**config.mk**
```make
export PLATFORM = sky130hd
export DESIGN_NAME = mem_port_arbiter
export DESIGN_NICKNAME = d
export VERILOG_FILES = /design/src/rtl/mem_port_arbiter_pkg.sv /design/src/rtl/mem_port_arbiter.sv
export SDC_FILE = /design/constraint.sdc
export NUM_CORES = 1
export LEC_CHECK = 0
export BUFFER_PORTS_ARGS = -buffer_cell sky130_fd_sc_hd__buf_2
export CORE_MARGIN = 8
export CORE_UTILIZATION = 43
export DETAILED_ROUTE_END_ITERATION = 12
export PLACE_DENSITY = 0.86
export SYNTH_ARGS = -nofsm -noshare
export SYNTH_HDL_FRONTEND = slang
export SYNTH_SLANG_ARGS = --single-unit
```
**constraint.sdc**
```tcl
create_clock -name clk_i -period 5.15 [get_ports clk_i]
set_input_delay 0 -clock clk_i [delete_from_list [all_inputs] [get_ports clk_i]]
set_output_delay 0 -clock clk_i [all_outputs]
set_load 0.02 [all_outputs]
```
**src/rtl/mem_port_arbiter_pkg.sv**
```systemverilog
// Shared types for the IF/LSU memory port arbiter: FSM states, port owners and the
// latched request record.
package mem_port_arbiter_pkg;

    localparam int unsigned MEM_ADDR_W = 32;
    localparam int unsigned MEM_DATA_W = 32;
    localparam int unsigned MEM_BE_W   = MEM_DATA_W / 8;

    typedef enum logic [1:0] {
        ARB_IDLE,
        ARB_REQ,
        ARB_RSP
    } arb_state_e;

    typedef enum logic [1:0] {
        OWN_NONE,
        OWN_IF,
        OWN_LSU
    } mem_owner_e;

    typedef struct packed {
        logic                  we;
        logic [MEM_BE_W-1:0]   be;
        logic [MEM_ADDR_W-1:0] addr;
        logic [MEM_DATA_W-1:0] wdata;
    } mem_req_t;

endpackage

```
**src/rtl/mem_port_arbiter.sv**
```systemverilog
// Shares one memory port between instruction fetch and the LSU, one transaction at a
// time, with LSU priority bounded by a starvation counter that eventually forces IF through.
module mem_port_arbiter
    import mem_port_arbiter_pkg::*;
#(
    parameter int unsigned ADDR_W     = MEM_ADDR_W,
    parameter int unsigned DATA_W     = MEM_DATA_W,
    parameter int unsigned STARVE_MAX = 4
) (
    input  logic                clk_i,
    input  logic                rst_ni,
    input  logic                if_req_i,
    input  logic [ADDR_W-1:0]   if_addr_i,
    input  logic                if_kill_i,
    output logic                if_gnt_o,
    output logic                if_rvalid_o,
    output logic [DATA_W-1:0]   if_rdata_o,
    input  logic                lsu_req_i,
    input  logic                lsu_we_i,
    input  logic [DATA_W/8-1:0] lsu_be_i,
    input  logic [ADDR_W-1:0]   lsu_addr_i,
    input  logic [DATA_W-1:0]   lsu_wdata_i,
    output logic                lsu_gnt_o,
    output logic                lsu_rvalid_o,
    output logic [DATA_W-1:0]   lsu_rdata_o,
    output logic                mem_req_o,
    output logic                mem_we_o,
    output logic [DATA_W/8-1:0] mem_be_o,
    output logic [ADDR_W-1:0]   mem_addr_o,
    output logic [DATA_W-1:0]   mem_wdata_o,
    input  logic                mem_gnt_i,
    input  logic                mem_rvalid_i,
    input  logic [DATA_W-1:0]   mem_rdata_i,
    output logic                instr_stall_o,
    output logic                data_stall_o
);

    localparam int unsigned      CNT_W      = $clog2(STARVE_MAX + 1);
    localparam logic [CNT_W-1:0] STARVE_LIM = CNT_W'(STARVE_MAX);

    arb_state_e       r_state;
    mem_owner_e       r_owner;
    logic [CNT_W-1:0] r_starve;
    logic             r_kill_pend;
    logic             r_mem_req;
    mem_req_t         r_req;

    logic     w_rsp;
    logic     w_arb_en;
    logic     w_if_part;
    logic     w_lsu_win;
    logic     w_if_win;
    logic     w_if_rvalid;
    logic     w_lsu_rvalid;
    mem_req_t w_if_attr;
    mem_req_t w_lsu_attr;

    // Arbitration happens when idle, or in the response cycle so the port can go back-to-back.
    assign w_rsp     = (r_state == ARB_RSP) && mem_rvalid_i;
    assign w_arb_en  = (r_state == ARB_IDLE) || w_rsp;
    assign w_if_part = if_req_i && !if_kill_i;
    assign w_lsu_win = w_arb_en && lsu_req_i && !(w_if_part && (r_starve == STARVE_LIM));
    assign w_if_win  = w_arb_en && w_if_part && !w_lsu_win;

    assign w_if_attr  = '{we: 1'b0, be: '1, addr: if_addr_i, wdata: '0};
    assign w_lsu_attr = '{we: lsu_we_i, be: lsu_be_i, addr: lsu_addr_i, wdata: lsu_wdata_i};

    always_ff @(posedge clk_i or negedge rst_ni) begin
        if (!rst_ni) begin
            r_state     <= ARB_IDLE;
            r_owner     <= OWN_NONE;
            r_starve    <= '0;
            r_kill_pend <= 1'b0;
            r_mem_req   <= 1'b0;
            r_req       <= '0;
        end else begin
            if ((r_state == ARB_REQ) && mem_gnt_i) begin
                r_state   <= ARB_RSP;
                r_mem_req <= 1'b0;
            end
            if (w_arb_en) begin
                if (w_lsu_win) begin
                    r_state   <= ARB_REQ;
                    r_owner   <= OWN_LSU;
                    r_req     <= w_lsu_attr;
                    r_mem_req <= 1'b1;
                    if (!if_req_i) begin
                        r_starve <= '0;
                    end else if (r_starve != STARVE_LIM) begin
                        r_starve <= r_starve + CNT_W'(1);
                    end
                end else if (w_if_win) begin
                    r_state   <= ARB_REQ;
                    r_owner   <= OWN_IF;
                    r_req     <= w_if_attr;
                    r_mem_req <= 1'b1;
                    r_starve  <= '0;
                end else begin
                    r_state <= ARB_IDLE;
                    r_owner <= OWN_NONE;
                end
            end
            // A killed fetch cannot be withdrawn from memory; only its response is hidden.
            if (w_rsp) begin
                r_kill_pend <= 1'b0;
            end else if ((r_state != ARB_IDLE) && (r_owner == OWN_IF) && if_kill_i) begin
                r_kill_pend <= 1'b1;
            end
        end
    end

    assign mem_req_o   = r_mem_req;
    assign mem_we_o    = r_req.we;
    assign mem_be_o    = r_req.be;
    assign mem_addr_o  = r_req.addr;
    assign mem_wdata_o = r_req.wdata;

    assign if_gnt_o  = (r_state == ARB_REQ) && mem_gnt_i && (r_owner == OWN_IF);
    assign lsu_gnt_o = (r_state == ARB_REQ) && mem_gnt_i && (r_owner == OWN_LSU);

    assign w_if_rvalid  = w_rsp && (r_owner == OWN_IF) && !r_kill_pend && !if_kill_i;
    assign w_lsu_rvalid = w_rsp && (r_owner == OWN_LSU);

    assign if_rvalid_o  = w_if_rvalid;
    assign lsu_rvalid_o = w_lsu_rvalid;
    assign if_rdata_o   = w_if_rvalid ? mem_rdata_i : '0;
    assign lsu_rdata_o  = (w_lsu_rvalid && !r_req.we) ? mem_rdata_i : '0;

    assign instr_stall_o = if_req_i && !w_if_rvalid;
    assign data_stall_o  = lsu_req_i && !w_lsu_rvalid;

endmodule

```
# Word level (Yosys, flattened, before mapping)
# Index checks and enable logic that the tools add are counted.
# Widths: inputs -> output; s select.
dict set report word_totals {
  word_cells 70
  register_bits 78
  in_bits 140
}
dict set report op_classes {
  n_addsub 1
  n_eq_ne 7
  n_mux 19
  n_reduce_logical 34
}
# op count
set op_table {}
lappend op_table {{$mux 69} 2}
lappend op_table {{$mux 32} 2}
lappend op_table {{$logic_and 1x1->1} 19}
lappend op_table {{$mux 3} 4}
lappend op_table {{$mux 1} 8}
lappend op_table {{$reduce_bool 2->1} 4}
lappend op_table {{$logic_not 1->1} 7}
lappend op_table {{$mux 2} 3}
lappend op_table {{$eq 2x1->1 const B} 2}
lappend op_table {{$eq 2x2->1 const B} 2}
lappend op_table {{$add 3x1->3 const B} 1}
lappend op_table {{$eq 3x3->1 const B} 1}
lappend op_table {{$ne 3x2->1 const B} 1}
lappend op_table {{$ne 3x3->1 const B} 1}
lappend op_table {{$reduce_and 3->1} 1}
lappend op_table {{$logic_not 2->1} 1}
lappend op_table {{$reduce_and 2->1} 1}
lappend op_table {{$logic_or 1x1->1} 1}

# Depth between registers and ports, before layout
# Gate-level depths: netlist (run 1).
dict set report logic_depth {
  word_depth 10
  mapped_depth 8
  ltp_nobuf 6
}

# Worst setup path after synthesis (run 1)
# Ideal clock, no wire load.
dict set report synth_timing {
  path_kind {register to register}
  startpoint {reg r_starve[0]}
  endpoint {reg r_req, in the netlist mem_addr_o[24]}
  stages_incl_launch_ff 9
  t_arrival_ns 1.508
  setup_ns 0.118
  period_less_slack_ns 1.626
  slack_ns 3.524
  cell_sequence {dfrtp_1 > inv_1 > ha_1 > nand4b_1 > and3_1 > buf_6 > buf_6 > a22o_1 > a21o_1}
}
dict set report synth_via {
  elab_chain_len 8
}
# item line
set synth_lines {}
lappend synth_lines {{start, declared} mem_port_arbiter.sv:43} ;# logic [CNT_W-1:0] r_starve;
lappend synth_lines {{start signal, assigned} mem_port_arbiter.sv:90} ;# r_starve <= r_starve + CNT_W'(1);
lappend synth_lines {{$eq 3x3->1 *} mem_port_arbiter.sv:62} ;# assign w_lsu_win = w_arb_en && lsu_req_i && !(w_if_part && (r_starve == STARVE_LIM));
lappend synth_lines {{$logic_and 1x1->1 *} mem_port_arbiter.sv:62}
lappend synth_lines {{$logic_not 1->1 *} mem_port_arbiter.sv:62}
lappend synth_lines {{$logic_and 1x1->1 *} mem_port_arbiter.sv:62}
lappend synth_lines {{$logic_not 1->1} mem_port_arbiter.sv:63} ;# assign w_if_win = w_arb_en && w_if_part && !w_lsu_win;
lappend synth_lines {{$logic_and 1x1->1} mem_port_arbiter.sv:63}
lappend synth_lines {{$reduce_bool 2->1 (no source line)} n/a}
lappend synth_lines {{$reduce_and 2->1 (no source line)} n/a}
lappend synth_lines {{end signal, assigned} mem_port_arbiter.sv:85} ;# r_req <= w_lsu_attr;
lappend synth_lines {{end signal, assigned} mem_port_arbiter.sv:95} ;# r_req <= w_if_attr;
lappend synth_lines {{end, declared} mem_port_arbiter.sv:46} ;# mem_req_t r_req;
# Every way passes the cells marked *; elsewhere a longest branch is shown, timed or not.
# A chain may end at the register's enable or synchronous reset.

# Final worst setup path (run 1)
dict set report layout_timing {
  startpoint {in if_req_i}
  endpoint {reg r_req, in the netlist mem_addr_o[3]}
}
dict set report layout_via {
  elab_chain_len 8
}
# item line
set layout_lines {}
lappend layout_lines {{start, declared} mem_port_arbiter.sv:12} ;# input logic if_req_i,
lappend layout_lines {{$logic_and 1x1->1 *} mem_port_arbiter.sv:61} ;# assign w_if_part = if_req_i && !if_kill_i;
lappend layout_lines {{$logic_and 1x1->1} mem_port_arbiter.sv:62}
lappend layout_lines {{$logic_not 1->1} mem_port_arbiter.sv:62}
lappend layout_lines {{$logic_and 1x1->1} mem_port_arbiter.sv:62}
lappend layout_lines {{$logic_not 1->1} mem_port_arbiter.sv:63}
lappend layout_lines {{$logic_and 1x1->1} mem_port_arbiter.sv:63}
lappend layout_lines {{$reduce_bool 2->1 (no source line)} n/a}
lappend layout_lines {{$reduce_and 2->1 (no source line)} n/a}
# Marked as above.

==> results of run 1 <==
## routing by layer
layer	vias to the layer above	wire length (um)	share of wire (%)
met1	2133	5600	33
met4	0	665	4.0
li1	1915	-	-
met2	262	8870	53
met5	-	0	0
met3	46	1660	9.9
## worst paths after layout
check	to	startpoint	cells past startpoint
setup / recovery	mem_addr_o[3]	if_req_i	8
hold / removal	r_state[0]	mem_gnt_i	3
setup reg to reg	mem_addr_o[17]	r_starve[0]	7
hold reg to reg	mem_req_o	mem_req_o	2
max in group asynchronous	mem_be_o[2]	rst_ni	2
min in group asynchronous	mem_wdata_o[23]	rst_ni	2
## registers in the layout (all words and copies together) (netlist names)
| register | flops |
|---|---|
| r_state | 2 |
| r_owner | 2 |
| r_starve | 3 |
| r_kill_pend | 1 |
| mem_addr_o | 32 |
| mem_req_o | 1 |
| mem_be_o | 4 |
| mem_wdata_o | 32 |
| mem_we_o | 1 |
## worst max-delay path, delay by kind of cell
| family | cells | cell delay, ps |
|---|---|---|
| AO/OA/AOI/OAI | 3 | 1220 |
| AND/OR/NAND/NOR | 1 | 190 |
| buffers and inverters | 4 | 1740 |
## per-stage QoR
stage          area (um^2)  total power, mW  instances
2_1_floorplan         3650             1.94        327
3_5_place_dp          5080             2.45        690
4_1_cts               6350             3.15        811
6_report              6360             3.20        817
5_1_grt               6360             3.38        817
3_3_place_gp          5080             2.39        690
## cell families (layout without fill, tap and decap cells)
group / after synthesis / after routing
other cells: 0 / 6
mux: 1 / 1
buf+inv: 29 / 408
compound gates: 105 / 105
simple gates: 112 / 112
flops: 78 / 78
fa+ha+maj: 2 / 2
## timing repair
action | 4_1_cts | 5_1_grt
hold buffers | 105 | 0
hold endpoints to repair | 149 | 0
setup endpoints to repair | 0 | 0
## placed cells by master (no fill, tap or decap), types with 3 or more instances in the layout
cell type and count:
inv_1 4, nand2b_1 3, a21o_1 23, nor2_1 25, a22o_1 55, a221oi_1 10, a21oi_1 5, and2_1 65
buf_4 4, dfrtp_1 78, diode_2 6, nor2b_1 4, buf_2 278, dlygate4sd3_1 105, nand2_1 7, o22a_1 4
clkbuf_8 9
## power groups by stage
stage	registers (mW)	clock network, mW	logic (mW)
2_1_floorplan	1.36	0	0.585
3_3_place_gp	1.05	0	1.34
3_5_place_dp	1.06	0	1.39
4_1_cts	1.06	0.501	1.59
5_1_grt	1.10	0.524	1.75
6_report	1.07	0.491	1.64
## layout make-up
cell class | count | area (um^2) | area share (%)
Timing Repair Buffer | 387 | 2470 | 38.9
Antenna cell | 6 | 15.0 | 0.236
Clock buffer | 10 | 128 | 2.01
Tap cell | 105 | 131 | 2.06
Sequential cell | 78 | 1950 | 30.7
Multi-Input combinational cell | 220 | 1560 | 24.5
Inverter | 5 | 18.8 | 0.295
Clock inverter | 6 | 86.3 | 1.36
==> flow_summary_export.csv, run 1 <==
group,metric,value,unit
outcome,status,"completed",
global_routing,use_met1,28.9,%
logic_synthesis,yosys.area.top_type_share,53.5,%
critical_path,cp-start-kind,"primary input",
critical_path,worstPathArrival,3200,ps
logic_synthesis,ys_warn_count,0,
logic_synthesis,synth_common_cells,"dfrtp_1, and2_1, a22o_1, nor2_1, a21o_1",
sta,drv_slew,0,
power_and_ir_drop,seq_power_share,33.5,%
final_layout,final_util,77.4,%
power_and_ir_drop,power_density,503,nW/um^2
clock_tree,cts_resized,0,
power_and_ir_drop,comb_power_share,51.2,%
final_layout,syn_to_final_growth,74.4,%
clock_tree,cts_tree,"done",
logic_synthesis,synth-seq-cells,78,
route,first_pass_iters,6,
route,finalWirelength,16.8,mm
sta,fmax,0.341,GHz
clock_tree,clk-insertion-delay-late,330,ps
clock_tree,post_cts_buffers,0,
clock_tree,cts_buffer_depth,2,
logic_synthesis,yosys.area_share.xor_xnor,0,%
logic_synthesis,synth_compound_area_share,23.7,%
route,vias_per_cell,5.33,
sta,rsz0062_at_grt,"no",
critical_path,slowest_delay,910,ps
clock_tree,cts-root-buf,"clkbuf_8",
logic_synthesis,synthMuxAreaShare,0.274,%
min_path,hold_class,"primary input to flip-flop",
route,ant_nets,0,
floorplanning,die_x,108,um
logic_synthesis,synthTopCellsByArea,"dfrtp_1, a22o_1, and2_1, a21o_1, nor2_1",
route,routed-via-count,4356,
clock_tree,clkSinkCount,78,
power_and_ir_drop,p_int,1.89,mW
placed_design,pre_cts_ws,2950,ps
placed_design,gp_congestion,0.952,
sta,slew_headroom,21.3,%
power_and_ir_drop,switching_power,1.32,mW
global_routing,grt-ovfl-total,0,
placed_design,port_buffers,279,
sta,holdWs,54.6,ps
floorplanning,start_util,44.4,%
final_layout,fillers,523,
sta,fin_ws,2220,ps
final_layout,num-nets-final,843,
floorplanning,die_h,108,um
global_routing,antenna_found_initial,6,
sta,finalSetupViolCount,0,
power_and_ir_drop,power_frac_clock,15.3,%
clock_tree,numCtsBuffers,9,
logic_synthesis,netlist_area,3650,um^2
critical_path,worst_path_max_delay_cell,"o211ai_4",
logic_synthesis,synth_edf_count,0,
sta,clock_skew,8.29,ps
route,wire_per_inst,20.6,um
critical_path,cp_cell_sequence,"dlygate4sd3_1 -> buf_2 -> nor2b_1 -> o211ai_4 -> buf_4 -> a22o_1 -> a21o_1 -> dlygate4sd3_1",
logic_synthesis,yosysTopAreaCell,"dfrtp_1",
global_routing,grt_use_met2,49.4,%
logic_synthesis,synth_cell_types,34,
power_and_ir_drop,p_sw_share,41.1,%
run,max_cap_violations,0,
critical_path,critical_path.most_common_cell,"dlygate4sd3_1",
sta,fin_crit_sh,56.9,%
clock_tree,path_clk_slew,80,ps
global_routing,use_met3,8.21,%
sta,setup_tns,0,ps
floorplanning,core,8220,um^2
route,remaining_drc_errors,0,
sta,hold_violations,0,
floorplanning,io-pin-count,280,
global_routing,grt_pass1_wl,25.5,mm
floorplanning,dieArea,11700,um^2
global_routing,grt_pass1_vias,4680,
final_layout,drive_gt1_share,43.1,%
sta,post-route-min-period,2930,ps
critical_path,ff2ff_setup_slack,2320,ps
route,drtIter0Drc,269,
global_routing,busiest_layer,"met2",
logic_synthesis,synth.avg_cell_area,11.2,um^2
logic_synthesis,ys_seq_area_share,53.5,%
power_and_ir_drop,leakagePower,3.56,nW
logic_synthesis,synthAdderAreaFrac,0.686,%
logic_synthesis,synth_top_family_by_area,"compound AO/OA/AOI/OAI gates",
critical_path,cp_max_fo,40,
critical_path,path_class,"primary input to flip-flop",
logic_synthesis,async_flop_share,100,%
logic_synthesis,syn_nets,469,
floorplanning,num_rows,33,
logic_synthesis,synth_flop_cell,"dfrtp_1",
placed_design,hpwl,10.9,mm
global_routing,grt_max_degree,79,
sta,worst_pin_slew,1170,ps
logic_synthesis,syn_inst,327,
power_and_ir_drop,irDropWorstVdd,0.335,mV
logic_synthesis,synthSimpleGateAreaFrac,17.8,%
critical_path,worstPathRequired,5420,ps
logic_synthesis,synth_most_common_cell,"dfrtp_1",
clock_tree,cts.htree.levels,3,
critical_path,end_kind,"flip-flop",
global_routing,track_usage,27.8,%
No activity file was read; power rests on OpenSTA's default activity.
==> run 2: changes to the inputs <==
Settings changed: CORE_UTILIZATION 43 to 36, PLACE_DENSITY 0.86 to 0.77.
Clock period 5.15 ns to 2.6 ns, I/O delays scaled along.
==> run 2 against run 1 <==
Compared with the run above:
- global-route usage decreased by 5.5 points
- clock skew increased by 9.3 ps
- highest routed layer unchanged
- register-to-register slack got worse by 2200 ps
- worst setup slack got worse by 2100 ps
- combinational power increased by 97%
- via count decreased by 4.4%
- clock-buffer cell count increased by 1
- flip-flop and latch count unchanged
- critical path depth decreased by 2
- cell count increased by 3.4%
- largest cell class unchanged
- non-clock buffer count increased by 2
==> flow_summary_export.csv, run 2 (same netlist as run 1, synthesis figures left out) <==
group,metric,value,unit
outcome,status,"completed",
sta,holdWs,47.3,ps
min_path,worstHoldStart,"mem_gnt_i",
final_layout,drive_gt1_share,43.5,%
global_routing,track_usage,22.3,%
floorplanning,dieArea,13600,um^2
clock_tree,clkSinkCount,78,
route,wire_per_inst,18.7,um
clock_tree,cts_buffer_depth,2,
sta,slew_headroom,35.2,%
power_and_ir_drop,power.total,6.36,mW
sta,drv_slew,0,
critical_path,r2r-end,"mem_addr_o[24]",
clock_tree,numCtsBuffers,9,
sta,fin_crit_sh,94.8,%
min_path,hold_depth,3,
route,first_pass_iters,4,
run,max_cap_violations,0,
power_and_ir_drop,power_frac_clock,16.0,%
critical_path,cp_max_fo,41,
route,ant_nets,0,
floorplanning,start_util,37.2,%
final_layout,layout_common_cells,"buf_2, dlygate4sd3_1, dfrtp_1, and2_1, a22o_1",
sta,clock_skew,17.6,ps
critical_path,ff2ff_setup_slack,140,ps
sta,hold_violations,0,
global_routing,grt_pass1_vias,4516,
global_routing,grt_max_degree,79,
placed_design,place_inst,720,
power_and_ir_drop,leakagePower,3.58,nW
final_layout,layout_commonest_cell,"buf_2",
sta,worst_pin_slew,972,ps
floorplanning,num_rows,36,
final_layout,syn_to_final_growth,77.0,%
final_layout,fillers,730,
placed_design,placed_area,5160,um^2
final_layout,num-nets-final,845,
route,drtIter0Drc,199,
power_and_ir_drop,p_int,3.81,mW
global_routing,grt_pass1_wl,23.2,mm
power_and_ir_drop,switching_power,2.55,mW
power_and_ir_drop,comb_power_share,50.8,%
critical_path,cp_cell_sequence,"nand2b_1 -> o211ai_4 -> buf_12 -> a22o_1 -> a21o_1 -> dlygate4sd3_1",
critical_path,worstPathRequired,2830,ps
final_layout,final_util,65.7,%
power_and_ir_drop,p_sw_share,40.1,%
clock_tree,cts_tree,"done",
critical_path,cp-start-kind,"flip-flop",
critical_path,slowest_delay,570,ps
placed_design,port_buffers,279,
sta,post-route-min-period,2460,ps
clock_tree,clk-insertion-delay-late,350,ps
critical_path,worstPathArrival,2700,ps
clock_tree,cts-root-buf,"clkbuf_8",
route,finalWirelength,15.8,mm
sta,fmax,0.406,GHz
route,vias_per_cell,4.93,
global_routing,grt-ovfl-total,0,
final_layout,fin_cells,845,
power_and_ir_drop,seq_power_share,33.2,%
route,routed-via-count,4166,
placed_design,hpwl,10.9,mm
power_and_ir_drop,power_density,985,nW/um^2
floorplanning,io-pin-count,280,
min_path,hold_class,"primary input to flip-flop",
final_layout,fin_area,6460,um^2
route,remaining_drc_errors,0,
sta,finalSetupViolCount,0,
clock_tree,path_clk_slew,80,ps
min_path,hold-path-endpoint,"r_state[0]",
critical_path,r2r-start,"r_state[1]",
critical_path,worst-r2r-cell-count,6,
clock_tree,cts.htree.levels,3,
power_and_ir_drop,irDropWorstVdd,0.663,mV
critical_path,worst_path_max_delay_cell,"dlygate4sd3_1",
critical_path,path_class,"flip-flop to flip-flop",
placed_design,gp_congestion,0.969,
floorplanning,core,9820,um^2
floorplanning,die_h,117,um
global_routing,antenna_found_initial,6,
critical_path,end_kind,"flip-flop",
floorplanning,die_x,117,um
==> run 2: area by class of cell <==
type	instances	area (um^2)	share of cell area [%]
antenna	6	15.0	0.233
clock buffer	11	151	2.34
clock inverter	3	68.8	1.07
inverter	5	18.8	0.291
multi-input combinational	220	1570	24.3
sequential	78	1950	30.2
tap	133	166	2.58
timing repair buffer	389	2510	38.9
==> run 2: worst max path at each step <==
stage	startpoint	to	slack, ps	cells after the start
after floorplan	r_starve[0]	mem_addr_o[24]	970	8
after global placement	r_starve[0]	mem_addr_o[19]	710	7
after detailed placement	r_starve[0]	mem_addr_o[27]	610	7
after CTS	r_starve[0]	mem_addr_o[27]	50	8
after global routing	r_state[1]	mem_addr_o[26]	-10	6
final	r_state[1]	mem_addr_o[24]	140	6
==> run 2: timing repair <==
action                     CTS  global route
setup endpoints to repair    0            24
hold endpoints to repair   150             0
hold buffers               105             0
resized for setup            0             3
setup buffers                0             0
==> run 2: power groups by stage <==
stage / logic (mW) / registers [mW] / clock network (mW)
finish: 3.23 / 2.11 / 1.02
CTS: 3.18 / 2.09 / 1.05
detailed placement: 2.77 / 2.09 / 0
global route: 3.46 / 2.17 / 1.09
global placement: 2.69 / 2.09 / 0
floorplan: 1.16 / 2.69 / 0
==> run 2: layer usage <==
metal | vias to the layer above | share of wire (%) | track usage [%]
met5 | - | 0 | 0
met4 | 0 | 3.0 | 12.5
met3 | 39 | 9.7 | 6.98
met2 | 216 | 54 | 40.9
met1 | 1991 | 33 | 21.8
li1 | 1920 | - | -
==> run 2: stage by stage <==
step | setup TNS (ps) | worst slack (ps)
2_1_floorplan | 0 | 974
3_3_place_gp | 0 | 711
3_5_place_dp | 0 | 611
4_1_cts | 0 | 45.6
5_1_grt | -11.9 | -11.9
6_report | 0 | 135
==> run 2: critical path, delay by kind of cell, from the launching register on <==
| kind | cells | cell delay [ps] |
|---|---|---|
| and+or+nand+nor | 1 | 280 |
| DFF | 1 | 430 |
| AOI/OAI and AO/OA | 3 | 760 |
| buffers and inverters | 2 | 870 |
